$ cat src/rtl/uart_arb_pkg.sv
// rtl/uart_arb_pkg.sv - shared types, constants and helpers for the UART transmit arbiter
package uart_arb_pkg;

  typedef enum logic [0:0] {
    ARB_IDLE,
    ARB_XFER
  } arb_state_t;

  localparam int UART_DW = 8;

  // Successor with an explicit wrap so non-power-of-two requester counts stay in range.
  function automatic logic [7:0] rr_next(input logic [7:0] ptr, input int unsigned n);
    if ({24'd0, ptr} >= n - 1) begin
      return 8'd0;
    end
    return ptr + 8'd1;
  endfunction

endpackage

$ cat src/rtl/rr_prio_enc.sv
// rtl/rr_prio_enc.sv - combinational round-robin priority encoder
// Picks the first set request at or above ptr, wrapping past N_REQ-1 to 0.
module rr_prio_enc
  import uart_arb_pkg::*;
#(
  parameter int N_REQ = 4,
  parameter int IW    = 2
) (
  input  logic [N_REQ-1:0] req,
  input  logic [IW-1:0]    ptr,
  output logic [IW-1:0]    gnt_id,
  output logic             any
);

  localparam logic [IW:0] NQ = (IW + 1)'(N_REQ);

  logic [IW:0] sum;

  // Scan from the farthest offset down so the nearest request overwrites the rest.
  always_comb begin
    gnt_id = '0;
    any    = 1'b0;
    sum    = '0;
    for (int k = N_REQ - 1; k >= 0; k--) begin
      sum = {1'b0, ptr} + (IW + 1)'(k);
      if (sum >= NQ) begin
        sum = sum - NQ;
      end
      if (req[sum[IW-1:0]]) begin
        gnt_id = sum[IW-1:0];
        any    = 1'b1;
      end
    end
  end

endmodule

$ cat src/rtl/uart_tx_arb.sv
// rtl/uart_tx_arb.sv - round-robin, message-locked arbiter for the UART transmit byte channel
// Holds the FSM, idle-timeout counter and the one-deep output register feeding the serializer.
module uart_tx_arb
  import uart_arb_pkg::*;
#(
  parameter int N_REQ    = 4,
  parameter int DW       = UART_DW,
  parameter int TOUT_CYC = 50000
) (
  input  logic                       sys_clk,
  input  logic                       sys_rst,
  input  logic [N_REQ-1:0]           req_valid,
  input  logic [N_REQ*DW-1:0]        req_data,
  input  logic [N_REQ-1:0]           req_last,
  output logic [N_REQ-1:0]           req_ready,
  output logic                       tx_valid,
  output logic [DW-1:0]              tx_data,
  input  logic                       tx_ready,
  output logic [$clog2(N_REQ)-1:0]   grant_id,
  output logic                       busy,
  output logic                       tout_evt
);

  localparam int IW = $clog2(N_REQ);
  localparam int CW = $clog2(TOUT_CYC + 1);
  localparam logic [CW-1:0] TOUT_MAX = CW'(TOUT_CYC);

  arb_state_t    state_q, state_d;
  logic [IW-1:0] rr_ptr_q, rr_ptr_d;
  logic [IW-1:0] grant_id_q, grant_id_d;
  logic          tx_valid_q, tx_valid_d;
  logic [DW-1:0] tx_data_q, tx_data_d;
  logic [CW-1:0] cnt_q, cnt_d;
  logic          tout_evt_q, tout_evt_d;

  logic [DW-1:0] data_arr [N_REQ];
  logic [IW-1:0] enc_gnt;
  logic          enc_any;
  logic          out_ok;
  logic [CW-1:0] cnt_inc;
  logic [IW-1:0] ptr_after;

  for (genvar i = 0; i < N_REQ; i++) begin : g_unpack
    assign data_arr[i] = req_data[i*DW +: DW];
  end

  rr_prio_enc #(
    .N_REQ (N_REQ),
    .IW    (IW)
  ) u_enc (
    .req    (req_valid),
    .ptr    (rr_ptr_q),
    .gnt_id (enc_gnt),
    .any    (enc_any)
  );

  assign out_ok    = !tx_valid_q || tx_ready;
  assign cnt_inc   = (cnt_q == TOUT_MAX) ? cnt_q : cnt_q + CW'(1);
  assign ptr_after = IW'(rr_next(8'(grant_id_q), N_REQ));

  always_comb begin
    state_d    = state_q;
    rr_ptr_d   = rr_ptr_q;
    grant_id_d = grant_id_q;
    tx_valid_d = tx_valid_q;
    tx_data_d  = tx_data_q;
    cnt_d      = cnt_q;
    tout_evt_d = 1'b0;
    req_ready  = '0;

    if (tx_ready) begin
      tx_valid_d = 1'b0;
    end

    case (state_q)
      ARB_IDLE: begin
        cnt_d = '0;
        if (enc_any) begin
          grant_id_d = enc_gnt;
          state_d    = ARB_XFER;
        end
      end
      ARB_XFER: begin
        req_ready[grant_id_q] = out_ok;
        if (out_ok && req_valid[grant_id_q]) begin
          // An accepted byte always beats a timeout landing in the same cycle.
          tx_valid_d = 1'b1;
          tx_data_d  = data_arr[grant_id_q];
          cnt_d      = '0;
          if (req_last[grant_id_q]) begin
            rr_ptr_d = ptr_after;
            state_d  = ARB_IDLE;
          end
        end else if (out_ok) begin
          if (cnt_inc == TOUT_MAX) begin
            tout_evt_d = 1'b1;
            rr_ptr_d   = ptr_after;
            cnt_d      = '0;
            state_d    = ARB_IDLE;
          end else begin
            cnt_d = cnt_inc;
          end
        end
      end
      default: begin
        state_d = ARB_IDLE;
      end
    endcase
  end

  always_ff @(posedge sys_clk) begin
    if (sys_rst) begin
      state_q    <= ARB_IDLE;
      rr_ptr_q   <= '0;
      grant_id_q <= '0;
      tx_valid_q <= 1'b0;
      tx_data_q  <= '0;
      cnt_q      <= '0;
      tout_evt_q <= 1'b0;
    end else begin
      state_q    <= state_d;
      rr_ptr_q   <= rr_ptr_d;
      grant_id_q <= grant_id_d;
      tx_valid_q <= tx_valid_d;
      tx_data_q  <= tx_data_d;
      cnt_q      <= cnt_d;
      tout_evt_q <= tout_evt_d;
    end
  end

  assign tx_valid = tx_valid_q;
  assign tx_data  = tx_data_q;
  assign grant_id = grant_id_q;
  assign busy     = (state_q == ARB_XFER);
  assign tout_evt = tout_evt_q;

endmodule

$ cat config.mk
export PLATFORM = sky130hd
export DESIGN_NAME = uart_tx_arb
export DESIGN_NICKNAME = d
export VERILOG_FILES = /design/src/rtl/uart_arb_pkg.sv /design/src/rtl/rr_prio_enc.sv /design/src/rtl/uart_tx_arb.sv
export SDC_FILE = /design/constraint.sdc
export NUM_CORES = 1
export LEC_CHECK = 0
export CAP_MARGIN = 5
export CORE_MARGIN = 2
export CORE_UTILIZATION = 44
export CTS_CLUSTER_SIZE = 16
export DETAILED_ROUTE_END_ITERATION = 10
export PLACE_DENSITY = 0.75
export SETUP_SLACK_MARGIN = 0.15
export SYNTH_ARGS = -nofsm -noshare
export SYNTH_HDL_FRONTEND = slang
export SYNTH_SLANG_ARGS = --single-unit
$ cat constraint.sdc
create_clock -name sys_clk -period 2.6 [get_ports sys_clk]
set_clock_uncertainty 0.1 [all_clocks]
set_input_delay 0.78 -clock sys_clk [delete_from_list [all_inputs] [get_ports sys_clk]]
set_output_delay 0.78 -clock sys_clk [all_outputs]
set_load 0.01 [all_outputs]
After elaboration in Yosys (flattened, before gate mapping) --
Index checks and enable logic that the tools add are counted. W data, S select, Z words.
Word-level totals: flip-flop bits (word level) 31, output and inout bits 17
Cells by class: $add $sub $neg 9, $lt $le $gt $ge 12, equal/unequal tests 4, multiplexer cells 52, bitwise logic cells 4, reductions and logical operators 10
Operators by type and width (number):
- $mux W16 | 4
- $eq A16 B16 Y1 const B | 2
- $pmux W16 S2 | 1
- $mux W2 | 14
- $mux W1 | 21
- $add A16 B1 Y16 const B | 1
- $bmux W8 S2 | 1
- $mux W8 | 2
- $lt A2 B3 Y1 const B | 5
- $bmux W1 S2 | 6
- $ge A3 B3 Y1 const B | 4
- $sub A2 B1 Y2 const B | 4
- $add A2 B2 Y3 const B | 2
- $and A4 B4 Y4 | 1
- $mux W4 | 1
- $reduce_and A2 Y1 | 2
- $reduce_and A4 Y1 | 1
- $reduce_bool A2 Y1 | 2
- $reduce_or A4 Y1 | 1
- $add A2 B1 Y3 const B | 1
- $ge A2 B3 Y1 const B | 1
- $ne A3 B1 Y1 const B | 1
- $not A2 Y3 | 1
- $add A2 B1 Y2 const B | 1
- other kinds (9) | 11

Longest topological paths before layout --
Gate-level depths: netlist of run 1.
depth in word-level cells 11, mapped depth 11, mapped depth without buffers 9

Modules after synthesis --
Synthesis of run 1 repeated with hierarchy kept, for this count alone.
Unflattened totals: cells, all modules 246, area total of the unflattened synthesis 2162.1 µm²
Modules (own cells, without submodules):
- uart_tx_arb | instances 1, cells each 233, area each 2084.5 µm²
- rr_prio_enc | instances 1, cells each 13, area each 77.6 µm²

Worst setup path after synthesis of run 1 --
OpenSTA, ideal clock, no wires.
path kind input to register, start input req_valid[3], end register rr_ptr_q[0], library setup time 0.123 ns, arrival 2.436 ns, data required time 2.377 ns, slack -0.060 ns, stages on the path 6, path buffers 1, cell sequence mux4_2 > and2_1 > nand2b_1 > clkbuf_1 > o31ai_2 > mux2_1
Between the ends: word-level cells in the longest chain between the ends 5, elaborated cells between the ends (all ways) 8
RTL lines:
- start, declared | RTL line uart_tx_arb.sv:12 | input logic [N_REQ-1:0] req_valid,
- $bmux W1 S2 (*) | RTL line uart_tx_arb.sv:85 | if (out_ok && req_valid[grant_id_q]) begin
- $mux W1 (implied by the code) (*) | RTL line uart_tx_arb.sv:85
- $logic_and A1 B1 Y1 (*) | RTL line uart_tx_arb.sv:85
- $ne A2 B1 Y1 (no source line) or $reduce_bool A2 Y1 (tied branches)
- $reduce_and A4 Y1 (no source line)
- end signal, assigned | RTL line uart_tx_arb.sv:122 | rr_ptr_q <= rr_ptr_d;
- end, declared | RTL line uart_tx_arb.sv:29 | logic [IW-1:0] rr_ptr_q, rr_ptr_d;
Mark *: on every way between the ends. The rest lies on a longest branch, timed or not. The select of a mux whose other input is x is not followed. A chain may end at the register's enable or synchronous reset.

Final worst setup path of run 1 --
start register cnt_q[0], end register cnt_q[8]
Between the ends: word-level cells in the longest chain between the ends 7, elaborated cells between the ends (all ways) 8
RTL lines:
- start, declared | RTL line uart_tx_arb.sv:33 | logic [CW-1:0] cnt_q, cnt_d;
- start signal, assigned | RTL line uart_tx_arb.sv:126 | cnt_q <= cnt_d;
- $add A16 B1 Y16 or $eq A16 B16 Y1 (tied branches) | RTL line uart_tx_arb.sv:58 | assign cnt_inc = (cnt_q == TOUT_MAX) ? cnt_q : cnt_q + CW'(1);
- $mux W16 (*) | RTL line uart_tx_arb.sv:58
- $eq A16 B16 Y1 | RTL line uart_tx_arb.sv:95 | if (cnt_inc == TOUT_MAX) begin
- $mux W16 (*) | RTL line uart_tx_arb.sv:95
- $mux W16 (*) | RTL line uart_tx_arb.sv:94 | end else if (out_ok) begin
- $mux W16 (*) | RTL line uart_tx_arb.sv:85
- $pmux W16 S2 (*) | RTL line uart_tx_arb.sv:75 | case (state_q)
Marks and branches as above.

==> results.ini, run 1 <==
[synth]
yosys_warnings=0
synthCells=274
ys_types=53
synth_area_per_cell_um2=8.40
synth_enable_flop_cells=0
yosys.area.top_type=dfxtp_1
synth_area_leaders=dfxtp_1, mux4_2, mux2i_1
syn_nets=323
synthArstFlopShare=0
seq_area_frac_synth=0.270
syn_area_um2=2300
ys_ff_latch=31
synth_ff_type=dfxtp_1
yosysTopAreaCellShare=0.270

[grt]
overflow=0
antenna_found_initial=0
grt_max_degree=14
grt_pass1_vias=2456
grt_pass1_wl_um=11500
track_usage=0.242

[clocking]
root_buffer=clkbuf_8
path_clk_slew_ps=70
htree_levels=2
cts_tree=built
cts_sinks=31
cts_max_path_buffers=2
postCtsHoldBufs=0
clk_latency_ps=280
numCtsBuffers=5

[critical_path]
critPathCapture=cnt_q[8]
rrSetupSlack_ps=40
critical_path_class=register to register
critPathSlowestCell=or4_4
cp_cell_sequence=ha_4, nand3_2, or4_1, nand3_2, o211ai_2, or4_4, a31o_1, a22o_1
cpMostUsedCell=nand3_2
cpPeakStageDelay_ps=500
r2r-start=cnt_q[0]
cp-end-kind=register
worstPathArrival_ps=2620
reg2reg_to=cnt_q[8]
startpoint=cnt_q[0]
reg2reg_depth=8
crit_required_ps=2670
path_max_fanout=7
worstSetupStartpointType=register

[worst_hold_path]
min_from=tx_data[3]
hold-path-cell-count=2
min_path_type=register to register

[floorplan]
placementRows=26
core-area_um2=5070
dieArea_um2=5820
io_pins=60
die_x_um=76.3
initial_core_util=0.453
die_h_um=76.3

[sta]
fmax_mhz=391
hold_viol=0
drv_slew=0
setup_viol=0
period_share=0.983
rsz0062_at_grt=yes
relSlewSlack=0.690
layout_min_cycle_time_ps=2560
worst_pin_slew_ps=460

[detailed_routing]
wl_met1_um=2840
drtPass1Iterations=4
wl_met3_um=292
routedWlPerCell_um=15.7
drc=0
wirelength_um=6990
postRouteAntennaNets=0
num_vias=2433
highest_layer=met4
drt_iter0_markers=169
viasPerCell=5.47
wl_met2_um=3770

[pwr]
swShare=0.274
power_frac_seq=0.423
p_leak_nw=1.45
power.total_mw=1.21
p_switching_mw=0.331
pwr-share-clk=0.306
power_frac_comb=0.271
p_int_mw=0.879
max-vdd-ir-drop_v=0.000189
power_density_nw_per_um2=338

[status]
status=finished, final reports clean

[cells_and_area]
n_fill_cell=395
nets=423
diodes=0
final-seq-area_um2=649
drive_gt1_frac=0.349
fin_area_um2=3580
multi_input_area_um2=1700
syn_to_final_growth_pct=55.5

[placement]
place_area_um2=3280
port_buffers=59
hpwl_um=5060
gp_congestion=0.810

[flow_run]
max_cap_violations=0

per-layer routing:
metal	GRT usage	up-vias
met5	0	-
met4	0.0927	0
met3	0.0486	11
met2	0.433	57
met1	0.283	1170
li1	-	1195
area by class of cell:
type | instances | area share
clock inverters | 1 | 0.00140
inverters | 12 | 0.0140
well taps | 70 | 0.0245
flip-flops and latches | 31 | 0.181
repair buffers | 114 | 0.281
clock buffers | 7 | 0.0213
multi-input cells | 210 | 0.476
sequential cells by signal, summed over array words and instances, names as in the netlist:
signal    flops
cnt_q        16
tx_data       8
grant_id      2
rr_ptr_q      2
busy          1
tout_evt      1
tx_valid      1
worst max-delay path, delay by kind of cell, from the launching register on:
kind	cells	cell delay (ps)
DFF	1	400
AOI/OAI and AO/OA	3	520
and+or+nand+nor	4	1200
adders and majority gates	1	210
Yosys cell counts (all sizes together), types with 2 or more instances:
cell and instances:
nor4 5, and3 8, o211ai 2, mux2i 13, dfxtp 31, nor3b 3
or4 5, nand3b 4, nand2 26, o31ai 2, nand2b 7, clkbuf 9
ha 6, mux4 10, o21ai 8, and2 4, nor3 9, mux2 3
nand4 7, xnor2 5, a21oi 14, xor2 2, nor2 25, or3 4
buf 12, nand3 17, inv 12, a311oi 2, a31oi 4, or2 4
stage by stage:
step	hold WS (ps)	instances	setup TNS (ps)	setup slack (ps)	util
floorplan	366	274	0	133	-
global placement	344	421	-5050	-411	0.645
detailed placement	356	421	-6140	-456	0.645
CTS	365	442	0	82.7	0.691
global route	409	445	-72.1	-38.6	0.705
finish	362	445	0	44.3	0.705
cells by family after synthesis:
logic type,synth area share
buffers and inverters,0.0701
XOR/XNOR,0.0266
AND/OR/NAND/NOR,0.326
flip-flops,0.270
adder cells (fa/ha/maj),0.0326
AO/OA/AOI/OAI,0.106
multiplexers,0.169
cells in the final DEF, fill, tap and decap left out, types with 5 or more instances in the layout:
master	instances
mux2i_1	12
nor2_1	24
mux4_2	10
clkdlybuf4s50_1	50
and3_1	7
nand4_1	5
dfxtp_4	5
nand2_1	23
dlygate4sd2_1	5
nand2b_1	5
o21ai_0	8
dfxtp_2	8
dfxtp_1	18
nor3_1	6
nand3_1	13
a21oi_1	13
inv_1	9
clkbuf_8	5
buf_4	51
power groups by stage:
stage	combinational, mW	clock (mW)	sequential, mW
final	0.328	0.370	0.511
after global routing	0.355	0.395	0.514
after CTS	0.321	0.378	0.514
after detailed placement	0.318	0	0.523
after global placement	0.308	0	0.523
after floorplan	0.153	0	0.522
what timing repair did:
item                                    CTS  global route
gates resized for setup                  44            15
buffers inserted                         13             3
endpoints found under the setup margin   19            14
pin swaps                                15             8
worst min path at each step:
stage / endpoint
floorplan: cnt_q[15]
global placement: tx_data[3]
detailed placement: tx_data[3]
CTS: tx_data[3]
global route: tx_data[3]
finish: tx_data[3]
(Power assumes the default switching activity.)
==> run 2, diff against run 1 <==
CORE_ASPECT_RATIO = 0.6   (was default)
==> results.ini, run 2 (synthesis gave the netlist of run 1 again) <==
[status]
status=finished, final reports clean

[sta]
drv_slew=0  ; unchanged
fmax_mhz=392  ; about the same
worst_pin_slew_ps=447  ; -13.0 ps
period_share=0.982  ; about the same
rsz0062_at_grt=yes
finalWorstSetupSlack_ps=45.9  ; +1.61 ps
hold_viol=0  ; unchanged
relSlewSlack=0.699  ; +0.00875
layout_min_cycle_time_ps=2550  ; -1.61 ps
setup_viol=0  ; unchanged

[critical_path]
worstPathArrival_ps=2620  ; about the same
crit_required_ps=2670  ; about the same
cpPeakStageDelay_ps=500  ; about the same
critPathSlowestCell=or4_1
reg2reg_to=cnt_q[8]
rrSetupSlack_ps=50  ; about the same
cp-end-kind=register
critical_path_class=register to register
r2r-start=cnt_q[1]
path_max_fanout=7  ; unchanged
reg2reg_depth=8  ; unchanged
worstSetupStartpointType=register
cp_cell_sequence=ha_4, nand3_1, or4_1, nand3_2, o211ai_2, or4_4, a31o_1, a22o_1

[pwr]
max-vdd-ir-drop_v=0.000239  ; +26%
power.total_mw=1.21  ; +0.39%
pwr-share-clk=0.314  ; +0.008
p_switching_mw=0.337  ; +1.8%
power_density_nw_per_um2=336  ; -0.72%
power_frac_comb=0.265  ; -0.006
p_leak_nw=1.49  ; +2.8%
p_int_mw=0.877  ; -0.15%
swShare=0.278  ; +0.00390
power_frac_seq=0.420  ; -0.003

[worst_hold_path]
hold_path_end=tx_data[3]
min_from=tx_data[3]
hold-path-cell-count=2  ; unchanged
min_path_type=register to register

[flow_run]
max_cap_violations=0  ; unchanged

[placement]
hpwl_um=5430  ; +7.4%
gp_congestion=0.956  ; +18%
port_buffers=59  ; unchanged
preCtsSetupSlack_ps=-420  ; +35.8 ps

[clocking]
cts_max_path_buffers=2  ; unchanged
numCtsBuffers=5  ; unchanged
root_buffer=clkbuf_8
cts_tree=built
path_clk_slew_ps=80  ; about the same
htree_levels=2  ; unchanged
cts_sinks=31  ; unchanged
clk_latency_ps=290  ; about the same

[detailed_routing]
drtPass1Iterations=4  ; unchanged
postRouteAntennaNets=0  ; unchanged
routedWlPerCell_um=16.1  ; +2.9%
drt_iter0_markers=240  ; +42%
wirelength_um=7150  ; +2.4%
drc=0  ; unchanged
viasPerCell=5.52  ; +0.91%
num_vias=2444  ; +0.45%

[grt]
grt_max_degree=22  ; +8
grt_pass1_vias=2203  ; -10%
overflow=0  ; unchanged
track_usage=0.243  ; +0.00102
grt_pass1_wl_um=11100  ; -3.0%
antenna_found_initial=0  ; unchanged

[floorplan]
die_x_um=97.4  ; +28%
die_h_um=60.0  ; -21%
placementRows=20  ; -23%
io_pins=60  ; unchanged
initial_core_util=0.455  ; +0.00180
core-area_um2=5050  ; -0.39%
dieArea_um2=5840  ; +0.33%

[cells_and_area]
layout_commonest_cell=buf_4
diodes=0  ; unchanged
largest-register=cnt_q
nets=425  ; +0.47%
n_fill_cell=373  ; -5.6%
fin_util=0.716  ; +0.0107
drive_gt1_frac=0.358  ; +0.00876
final-seq-area_um2=646  ; -0.58%
syn_to_final_growth_pct=57.3
multi_input_area_um2=1720  ; +1.2%
final_cell_mix=buf_4, clkdlybuf4s50_1, nor2_1
largest_reg_flops=16  ; unchanged

[run 2: cell types whose count changed in the layout (fill, tap and decap cells not counted), sizes merged]
cell           before  now
buf                59   61
clkdlybuf4s15       0    2
dlygate4sd2         5    3
[run 2: how the worst max path moves through the flow]
stage,start,endpoint,cells past startpoint
finish,cnt_q[1],cnt_q[8],8
global route,cnt_q[0],rr_ptr_q[0],10
CTS,cnt_q[0],rr_ptr_q[0],10
detailed placement,tx_ready,req_ready[1],4
global placement,tx_ready,req_ready[3],4
floorplan,req_valid[3],rr_ptr_q[0],6
[run 2: what timing repair did]
item                                    in CTS  in global routing
setup buffers                                6                  3
endpoints found under the setup margin      22                 13
hold buffers                                 0                  0
resized for setup                           41                 23
hold endpoints to repair                     0                  0
pin swaps                                   14                 11
[run 2: cell type report]
| type | count | share of cell area |
|---|---|---|
| tap | 66 | 0.0228 |
| multi-input combinational | 210 | 0.476 |
| clock buffer | 7 | 0.0211 |
| sequential | 31 | 0.178 |
| inverter | 12 | 0.0131 |
| timing repair buffer | 116 | 0.287 |
| clock inverter | 1 | 0.00138 |
[run 2: layer usage]
metal  vias up  routed length [um]  part of all wire  track usage
met1      1145                3450              0.48        0.365
met2        93                3080              0.43        0.358
met5         -                   0                 0            0
met4         0                  51            0.0071       0.0417
met3         6                 577             0.081       0.0596
li1       1200                   -                 -            -
[run 2: power by group through the flow]
stage               clock [mW]  sequential (mW)  combinational [mW]
finish                   0.382            0.510               0.322
global route             0.404            0.513               0.348
CTS                      0.385            0.510               0.318
detailed placement           0            0.522               0.313
global placement             0            0.521               0.309
floorplan                    0            0.522               0.153
[run 2: per-stage QoR]
stage / cells / TNS [ps] / area (um^2) / hold slack [ps]
after global placement: 426 / -4170 / 3350 / 346
after CTS: 440 / 0 / 3510 / 356
after floorplan: 274 / 0 / 2440 / 366
final: 443 / 0 / 3620 / 355
after global routing: 443 / -35.4 / 3620 / 377
after detailed placement: 426 / -4740 / 3350 / 347
[run 2: worst max-delay path: cells and delay by family (launching register included)]
kind,cells,cell delay (ps)
AOI/OAI and AO/OA,3,500
adders and majority gates,1,210
DFF,1,400
and+or+nand+nor,4,1220
==> run 3, diff against run 2 <==
CORE_MARGIN = default   (was 2)
HOLD_SLACK_MARGIN = 0.06   (was default)
==> results.ini, run 3 (synthesis gave the netlist of run 1 again) <==
[sta]
finalWorstSetupSlack_ps=12.1  ; -33.8 ps
layout_min_cycle_time_ps=2590  ; +33.8 ps
fmax_mhz=386  ; -1.3%
hold_viol=0  ; unchanged
drv_slew=0  ; unchanged
setup_viol=0  ; unchanged
worst_pin_slew_ps=594  ; +146 ps
relSlewSlack=0.601  ; -0.0984
period_share=0.995  ; +0.0130
rsz0062_at_grt=yes

[cells_and_area]
fin_util=0.777  ; +0.0614
diodes=0  ; unchanged
fin_area_um2=3730  ; +3.1%
syn_to_final_growth_pct=62.2
layout_commonest_cell=buf_4
largest_reg_flops=16  ; unchanged
largest-register=cnt_q
final-seq-area_um2=651  ; +0.78%
n_fill_cell=311  ; -17%
nets=432  ; +1.6%
final_cell_mix=buf_4, clkdlybuf4s50_1, nor2_1
multi_input_area_um2=1770  ; +2.6%
drive_gt1_frac=0.385  ; +0.0273

[grt]
grtUsageMet1=0.448  ; +0.0831
overflow=0  ; unchanged
grt_pass1_vias=2556  ; +16%
antenna_found_initial=0  ; unchanged
track_usage=0.319  ; +0.0768
grt_use_met3=0.110  ; +0.0506
busiest_layer=met2
grt_max_degree=15  ; -32%
met2_usage=0.449  ; +0.0913
grt_pass1_wl_um=13000  ; +17%

[clocking]
cts_sinks=31  ; unchanged
numCtsBuffers=5  ; unchanged
root_buffer=clkbuf_8
cts_max_path_buffers=2  ; unchanged
path_clk_slew_ps=70  ; about the same
clk_latency_ps=300  ; about the same
htree_levels=2  ; unchanged
cts_tree=built

[floorplan]
dieArea_um2=5530  ; -5.3%
core-area_um2=4800  ; -5.0%
die_x_um=95.4  ; -2.1%
die_h_um=58.0  ; -3.3%
placementRows=19  ; -5.0%
initial_core_util=0.479  ; +0.0240
io_pins=60  ; unchanged

[critical_path]
crit_required_ps=2690  ; +20 ps
cp-end-kind=register
path_max_fanout=5  ; -2
worstPathArrival_ps=2680  ; +60 ps
critical_path_class=register to register
worstSetupStartpointType=register

[pwr]
power_density_nw_per_um2=356  ; +6.1%
power.total_mw=1.33  ; +9.4%
max-vdd-ir-drop_v=0.000277  ; +16%
p_leak_nw=1.56  ; +4.4%

[placement]
preCtsSetupSlack_ps=-403  ; +16.7 ps
place_area_um2=3340  ; -0.26%
port_buffers=59  ; unchanged
hpwl_um=5830  ; +7.2%
gp_congestion=0.911  ; -4.7%

[detailed_routing]
routedWlPerCell_um=19.4  ; +20%
drt_iter0_markers=208  ; -13%
postRouteAntennaNets=0  ; unchanged
drc=0  ; unchanged
num_vias=2725  ; +11%
wirelength_um=8690  ; +22%
viasPerCell=6.10  ; +10%
drtPass1Iterations=5  ; +1

[worst_hold_path]
min_path_type=register to register

[flow_run]
max_cap_violations=0  ; unchanged

[status]
status=finished, final reports clean

## run 3: cell count changes in the layout (fill, tap and decap cells not counted), moves of 3 or more
cell	change
dfxtp_2	-5
nand3_2	+4
dfxtp_4	+3
nand3_1	-3
## run 3: final timing paths
| path | startpoint | to | slack, ps | cells after the start |
|---|---|---|---|---|
| min | tx_data[3] | tx_data[3] | 390 | 2 |
| max | cnt_q[7] | cnt_q[8] | 10 | 7 |
| min reg2reg | tx_data[3] | tx_data[3] | 390 | 2 |
| max reg2reg | cnt_q[7] | cnt_q[8] | 10 | 7 |
## run 3: cell type report
cell class | instances | share of cell area
timing repair buffer | 121 | 0.288
sequential | 31 | 0.174
clock buffer | 7 | 0.0288
clock inverter | 1 | 0.00134
tap | 63 | 0.0211
inverter | 12 | 0.0127
multi-input combinational | 212 | 0.474
## run 3: per-layer routing
layer / wire length (um) / up-vias
met5: 64 / -
met4: 280 / 2
met3: 806 / 48
met2: 3690 / 143
met1: 3860 / 1309
li1: - / 1223
## run 3: where the power goes
part | internal, mW | switching (mW) | leakage [nW] | total, mW
combinational | 0.205 | 0.135 | 1.24 | 0.340
sequential | 0.487 | 0.0201 | 0.259 | 0.508
clock | 0.271 | 0.210 | 0.0594 | 0.481
## run 3: through the flow
step	hold WS [ps]	instances	setup TNS [ps]
after floorplan	366	274	0
after global placement	344	424	-5900
after detailed placement	364	424	-6440
after CTS	374	446	0
after global routing	417	447	-105
final	388	447	0
## run 3: timing repair
| item | CTS | global route |
|---|---|---|
| pin swaps | 16 | 5 |
| setup endpoints to repair | 20 | 14 |
| cloned | 2 | 0 |
| setup buffers | 12 | 1 |
| hold buffers | 0 | 0 |
| gates resized for setup | 52 | 18 |
## run 3: critical path, cell delays in order, from the launching register on
cell and delay, ps:
dfxtp_1 460, nand4_4 200, nor4_4 420, mux2_1 210, a21oi_2 60, or4_4 620
a31o_1 230, a22o_1 170
